<file path="config.mk">
export PLATFORM = sky130hd
export DESIGN_NAME = cache_mem_arbiter
export DESIGN_NICKNAME = d
export VERILOG_FILES = /design/src/rtl/cache_mem_arbiter_pkg.sv /design/src/rtl/cache_mem_arbiter_rr_picker.sv /design/src/rtl/cache_mem_arbiter.sv
export SDC_FILE = /design/constraint.sdc
export NUM_CORES = 1
export LEC_CHECK = 0
export CORE_MARGIN = 1
export CORE_UTILIZATION = 41
export CTS_CLUSTER_SIZE = 20
export DETAILED_ROUTE_END_ITERATION = 16
export MAX_ROUTING_LAYER = met4
export PLACE_DENSITY = 0.81
export SYNTH_ARGS = -nofsm -noshare
export SYNTH_HDL_FRONTEND = slang
export SYNTH_SLANG_ARGS = --single-unit
</file>
<file path="constraint.sdc">
create_clock -name CPU_CLK -period 6.16 [get_ports CPU_CLK]
set_input_delay 1.232 -clock CPU_CLK [delete_from_list [all_inputs] [get_ports CPU_CLK]]
set_output_delay 1.232 -clock CPU_CLK [all_outputs]
set_load 0.005 [all_outputs]
</file>
<file path="src/rtl/cache_mem_arbiter_pkg.sv">
// Shared definitions for the ICache/DCache main-memory arbiter: state
// encodings, default line size and the saturating-increment helper.
package cache_mem_arbiter_pkg;

    typedef enum logic [1:0] {
        ARB_IDLE = 2'd0,
        ARB_IC   = 2'd1,
        ARB_DC   = 2'd2,
        ARB_DONE = 2'd3
    } arbState_t;

    localparam int LINE_WORDS_DEF = 8;

    function automatic logic [31:0] satInc(input logic [31:0] value);
        satInc = (value == 32'hFFFF_FFFF) ? value : value + 32'd1;
    endfunction

endpackage

</file>
<file path="src/rtl/cache_mem_arbiter_rr_picker.sv">
// Two-way round-robin choice between ICache and DCache; remembers who won
// last so that simultaneous requests alternate.
module arb_rr_picker (
    input  logic CPU_CLK,
    input  logic CPU_RST,
    input  logic icReq,
    input  logic dcReq,
    input  logic grantEn,
    output logic pickIc,
    output logic pickDc
);

    // 0 = ICache won last (reset value, so the first tie goes to DCache)
    logic lastGrantDc;

    // Winner selection, only meaningful while the arbiter is idle
    always_comb begin
        pickDc = 1'b0;
        pickIc = 1'b0;
        if (grantEn) begin
            pickDc = dcReq & (~icReq | ~lastGrantDc);
            pickIc = icReq & (~dcReq | lastGrantDc);
        end else begin
            pickDc = 1'b0;
            pickIc = 1'b0;
        end
    end

    // Remember the most recent winner
    always_ff @(posedge CPU_CLK or posedge CPU_RST) begin
        if (CPU_RST) begin
            lastGrantDc <= 1'b0;
        end else if (pickDc) begin
            lastGrantDc <= 1'b1;
        end else if (pickIc) begin
            lastGrantDc <= 1'b0;
        end else begin
            lastGrantDc <= lastGrantDc;
        end
    end

endmodule

</file>
<file path="src/rtl/cache_mem_arbiter.sv">
// Shares one word-wide memory port between ICache refills and DCache
// refills/write-backs, sequencing each grant as a LINE_WORDS-word burst.
module cache_mem_arbiter
    import cache_mem_arbiter_pkg::*;
#(
    parameter int LINE_WORDS = LINE_WORDS_DEF,
    parameter int ADDR_W     = 32
) (
    input  logic                          CPU_CLK,
    input  logic                          CPU_RST,
    input  logic                          ic_req,
    input  logic [ADDR_W-1:0]             ic_addr,
    output logic                          ic_rvalid,
    output logic                          ic_done,
    input  logic                          dc_req,
    input  logic                          dc_we,
    input  logic [ADDR_W-1:0]             dc_addr,
    input  logic [31:0]                   dc_wdata,
    output logic                          dc_rvalid,
    output logic                          dc_done,
    output logic [31:0]                   rdata,
    output logic [$clog2(LINE_WORDS)-1:0] word_idx,
    output logic                          mem_req,
    output logic                          mem_we,
    output logic [ADDR_W-1:0]             mem_addr,
    output logic [31:0]                   mem_wdata,
    input  logic [31:0]                   mem_rdata,
    input  logic                          mem_ack,
    output logic                          ic_wait,
    output logic                          dc_wait,
    output logic [31:0]                   ic_grant_cnt,
    output logic [31:0]                   dc_grant_cnt,
    output logic [31:0]                   conflict_cnt
);

    localparam int IDX_W = $clog2(LINE_WORDS);
    localparam int OFS_W = IDX_W + 2;
    localparam logic [IDX_W-1:0] LAST_IDX = IDX_W'(LINE_WORDS - 1);

    arbState_t state, nextState;
    logic [IDX_W-1:0]        wordIdx;
    logic [ADDR_W-OFS_W-1:0] lineBase;
    logic                    weLatched;
    logic                    servingDc;
    logic                    inXfer;
    logic                    pickIc, pickDc;
    logic [31:0]             icGrantCnt, dcGrantCnt, conflictCnt;
    logic                    unusedOfs;

    arb_rr_picker uPicker (
        .CPU_CLK (CPU_CLK),
        .CPU_RST (CPU_RST),
        .icReq   (ic_req),
        .dcReq   (dc_req),
        .grantEn (state == ARB_IDLE),
        .pickIc  (pickIc),
        .pickDc  (pickDc)
    );

    // Next-state decision
    always_comb begin
        nextState = state;
        case (state)
            ARB_IDLE: begin
                if (pickDc) begin
                    nextState = ARB_DC;
                end else if (pickIc) begin
                    nextState = ARB_IC;
                end else begin
                    nextState = ARB_IDLE;
                end
            end
            ARB_IC, ARB_DC: begin
                if (mem_ack && (wordIdx == LAST_IDX)) begin
                    nextState = ARB_DONE;
                end else begin
                    nextState = state;
                end
            end
            ARB_DONE: nextState = ARB_IDLE;
            default:  nextState = ARB_IDLE;
        endcase
    end

    // State, burst word counter and grant latches
    always_ff @(posedge CPU_CLK or posedge CPU_RST) begin
        if (CPU_RST) begin
            state     <= ARB_IDLE;
            wordIdx   <= '0;
            lineBase  <= '0;
            weLatched <= 1'b0;
            servingDc <= 1'b0;
        end else begin
            state <= nextState;
            if (inXfer && mem_ack) begin
                wordIdx <= wordIdx + 1'b1;
            end else begin
                wordIdx <= wordIdx;
            end
            // Line base and direction are frozen from grant until the next grant
            if (pickDc) begin
                lineBase  <= dc_addr[ADDR_W-1:OFS_W];
                weLatched <= dc_we;
                servingDc <= 1'b1;
            end else if (pickIc) begin
                lineBase  <= ic_addr[ADDR_W-1:OFS_W];
                weLatched <= 1'b0;
                servingDc <= 1'b0;
            end else begin
                lineBase  <= lineBase;
                weLatched <= weLatched;
                servingDc <= servingDc;
            end
        end
    end

    // Saturating statistics
    always_ff @(posedge CPU_CLK or posedge CPU_RST) begin
        if (CPU_RST) begin
            icGrantCnt  <= 32'd0;
            dcGrantCnt  <= 32'd0;
            conflictCnt <= 32'd0;
        end else begin
            if ((state == ARB_DONE) && !servingDc) begin
                icGrantCnt <= satInc(icGrantCnt);
            end else begin
                icGrantCnt <= icGrantCnt;
            end
            if ((state == ARB_DONE) && servingDc) begin
                dcGrantCnt <= satInc(dcGrantCnt);
            end else begin
                dcGrantCnt <= dcGrantCnt;
            end
            if (((state == ARB_IC) && dc_wait) || ((state == ARB_DC) && ic_wait)) begin
                conflictCnt <= satInc(conflictCnt);
            end else begin
                conflictCnt <= conflictCnt;
            end
        end
    end

    assign inXfer       = (state == ARB_IC) || (state == ARB_DC);
    assign mem_req      = inXfer;
    assign mem_we       = (state == ARB_DC) && weLatched;
    assign mem_addr     = {lineBase, wordIdx, 2'b00};
    assign mem_wdata    = mem_we ? dc_wdata : 32'd0;
    assign rdata        = mem_rdata;
    assign word_idx     = wordIdx;
    assign ic_rvalid    = (state == ARB_IC) && mem_ack;
    assign dc_rvalid    = (state == ARB_DC) && mem_ack && !weLatched;
    assign ic_done      = (state == ARB_DONE) && !servingDc;
    assign dc_done      = (state == ARB_DONE) && servingDc;
    assign ic_wait      = ic_req & ~ic_done;
    assign dc_wait      = dc_req & ~dc_done;
    assign ic_grant_cnt = icGrantCnt;
    assign dc_grant_cnt = dcGrantCnt;
    assign conflict_cnt = conflictCnt;

    // Word-offset address bits carry no information for a line request
    assign unusedOfs = ^{ic_addr[OFS_W-1:0], dc_addr[OFS_W-1:0]};

endmodule

</file>
==> flow_metrics.env <==
export IMPL_netlist_instances=668
export IMPL_routed_wl_um=17800
export IMPL_grt_pass1_wl_um=28500
export IMPL_remaining_drc_errors=0
export IMPL_path_buf_inv=2
export IMPL_ctsHoldBuffers=0
export IMPL_synth_edf_count=0
export IMPL_root_buffer="clkbuf_16"
export IMPL_async_reset_ff_share_pct=100
export IMPL_reg2reg_slack_ns=3.39
export IMPL_grt_start_max_net_pins=56
export IMPL_fin_crit_sh_pct=63.1
export IMPL_finalSetupViolCount=0
export IMPL_p_leak_nw=4.35
export IMPL_numCtsBuffers=17
export IMPL_yosysSeqAreaShare_pct=47.7
export IMPL_crit_start="ic_req"
export IMPL_finalNetCount=1039
export IMPL_dieArea_sq_mm=0.0172
export IMPL_slew_limit_headroom_pct=26.2
export IMPL_clk_latency_ns=0.41
export IMPL_routedWlPerCell_um=15.8
export IMPL_hold_viol=0
export IMPL_gr_usage_all_layers_pct=22.5
export IMPL_crit_family="buffers and inverters"
export IMPL_cp_common_cell="clkdlybuf4s50_1"
export IMPL_antenna_found_initial=0
export IMPL_drive_above_1_share_pct=6.06
export IMPL_start_util_pct=42.5
export IMPL_power_density_mw_per_mm2=308
export IMPL_synth_main_ff_cell="dfrtp_1"
export IMPL_ios=337
export IMPL_grt_pass1_vias=5658
export IMPL_tns_ns=0
export IMPL_rsz0062_at_grt="false"
export IMPL_fmax_ghz=0.257
export IMPL_fin_area_sq_mm=0.00992
export IMPL_vdd_drop_max_mv=0.199
export IMPL_io_buffers=260
export IMPL_clock_sinks=130
export IMPL_layout_commonest_cell="clkdlybuf4s50_1"
export IMPL_synthToLayoutAreaGrowth_pct=45.5
export IMPL_rows=46
export IMPL_via_per_inst=5.10
export IMPL_place_gp_congestion=0.821
export IMPL_drtAntennaViolNets=0
export IMPL_status="completed"
export IMPL_cts_tree="yes"
export IMPL_drt_pass1_iterations=5
export IMPL_crit_type="input pin to output port"
export IMPL_drt_iter0_drc=254
export IMPL_h_tree_depth=4
export IMPL_start_kind="input pin"
export IMPL_dpl_instance_area_sq_mm=0.00938
export IMPL_vias=5737
export IMPL_hold_class="flop to flop"
export IMPL_die_y_um=131
export IMPL_hold_start="lineBase[15]$_DFFE_PP0P_"
export IMPL_ys_warnings_count=0
export IMPL_syn_mean_instance_area_sq_um=10.2
export IMPL_worstPathArrival_ns=2.66
export IMPL_cp_required_ns=4.93
export IMPL_max_slew_worst_pin_slew_ns=1.10
export IMPL_coreArea_sq_mm=0.0161
export IMPL_critPathMaxStageDelay_ns=0.74
export IMPL_cts_setup_buffers=0
export IMPL_clock_path_buffers=2
export IMPL_cp_slowest_cell="clkdlybuf4s50_1"
export IMPL_stdcell_count=1124
export IMPL_cp_cell_sequence="clkdlybuf4s50_1 -> and2_1 -> clkdlybuf4s50_1"
export IMPL_finClkSkew_ns=0.00744
export IMPL_gr_total_overflow=0
export IMPL_post_cts_resized=0
export IMPL_drv_slew=0
export IMPL_cp_max_fo=6
export IMPL_rr_startpoint="state[0]$_DFFE_PP0P_"
export IMPL_detailed_place_hpwl_um=13300
export IMPL_yosys_register_bits=130
export IMPL_max_cap_violations=0
export IMPL_clkTransAtPathRegs_ns=0.05
export IMPL_end_kind="output port"
export IMPL_synthesis_area_sq_mm=0.00682
export IMPL_timing_final_crit_period_ns=3.89
export IMPL_diodes=0
export IMPL_ys_types=51
export IMPL_utilization_pct=61.8
export IMPL_die_w_um=131
export IMPL_timing_hold_ws_ns=0.473
export IMPL_post_place_cells=1092
export IMPL_final_cell_mix="clkdlybuf4s50_1 (260), dfrtp_1 (130), nand2_1 (62), xnor2_1 (53), and3_1 (49)"
==> final timing paths <==
path | end | depth (start not counted)
max reg2reg | conflict_cnt[14]$_DFFE_PP0P_ | 7
max | ic_wait | 3
min reg2reg | lineBase[15]$_DFFE_PP0P_ | 2
min | lineBase[15]$_DFFE_PP0P_ | 2
min in group asynchronous | conflict_cnt[17]$_DFFE_PP0P_ | 2
max in group asynchronous | ic_grant_cnt[7]$_DFFE_PP0P_ | 3
==> where the power goes <==
part,internal (mW),switching [mW],total (mW)
logic,0.545,0.420,0.965
registers,1.01,0.157,1.16
clock network,0.561,0.362,0.923
==> worst min-delay path: cells and delay by family (launching register included) <==
family / cells / cell delay, ns
AO/OA/AOI/OAI: 1 / 0.06
AND/OR/NAND/NOR: 1 / 0.04
flip-flops: 1 / 0.34
==> state kept, by name, indices dropped and copies added (netlist names) <==
register      flops
lineBase         27
weLatched         1
servingDc         1
conflict_cnt     32
dc_grant_cnt     32
word_idx          3
state             2
ic_grant_cnt     32
==> cell type report <==
type / count / area, sq um
clock inverter: 10 / 86.3
tap: 216 / 270
multi-input combinational: 468 / 3170
inverter: 15 / 58.8
sequential: 130 / 3250
clock buffer: 22 / 454
fill: 1320 / 6140
timing repair buffer: 263 / 2630
==> through the flow <==
step,setup slack [ns],total power [mW]
after detailed placement,2.28,2.15
after global placement,2.29,2.12
after CTS,2.28,3.08
final,2.27,3.05
after floorplan,1.46,1.61
after global routing,2.17,3.24
==> kinds of logic (layout without fill, tap and decap cells) <==
family	count (synthesis)	in the layout	synth area share [%]
mux	32	32	4.79
fa+ha+maj	10	10	1.83
compound gates	46	46	4.11
simple gates	284	284	23.3
buf+inv	71	310	6.17
xor+xnor	94	94	12.1
flops	130	130	47.7
other cells	1	2	0.0550
==> cell usage after synthesis, types with 6 or more instances <==
master / n / share of area [%]
dfrtp_1: 130 / 48
nand2_1: 62 / 3.4
xnor2_1: 53 / 6.8
and3_1: 49 / 4.5
nand3_1: 45 / 3.3
xor2_1: 41 / 5.3
buf_4: 37 / 4.1
nand4_1: 29 / 2.7
o21ai_0: 28 / 2.1
mux2i_1: 27 / 4.0
nor2_1: 26 / 1.4
nor3_1: 16 / 1.2
nor4_1: 16 / 1.5
inv_1: 14 / 0.77
and4_1: 12 / 1.5
clkbuf_1: 12 / 0.66
ha_1: 10 / 1.8
and2_1: 8 / 0.73
buf_2: 6 / 0.44
==> routing by layer <==
| layer | GRT usage, % | share of wire (%) | vias to the layer above | routed length [um] |
|---|---|---|---|---|
| li1 | - | - | 2763 | - |
| met1 | 28.5 | 44 | 2744 | 7850 |
| met2 | 35.2 | 48 | 208 | 8550 |
| met3 | 6.27 | 6.4 | 22 | 1140 |
| met4 | 6.09 | 1.2 | 0 | 213 |
| met5 | - | 0 | - | 0 |
Note: power is estimated with default switching activity, not from simulation.
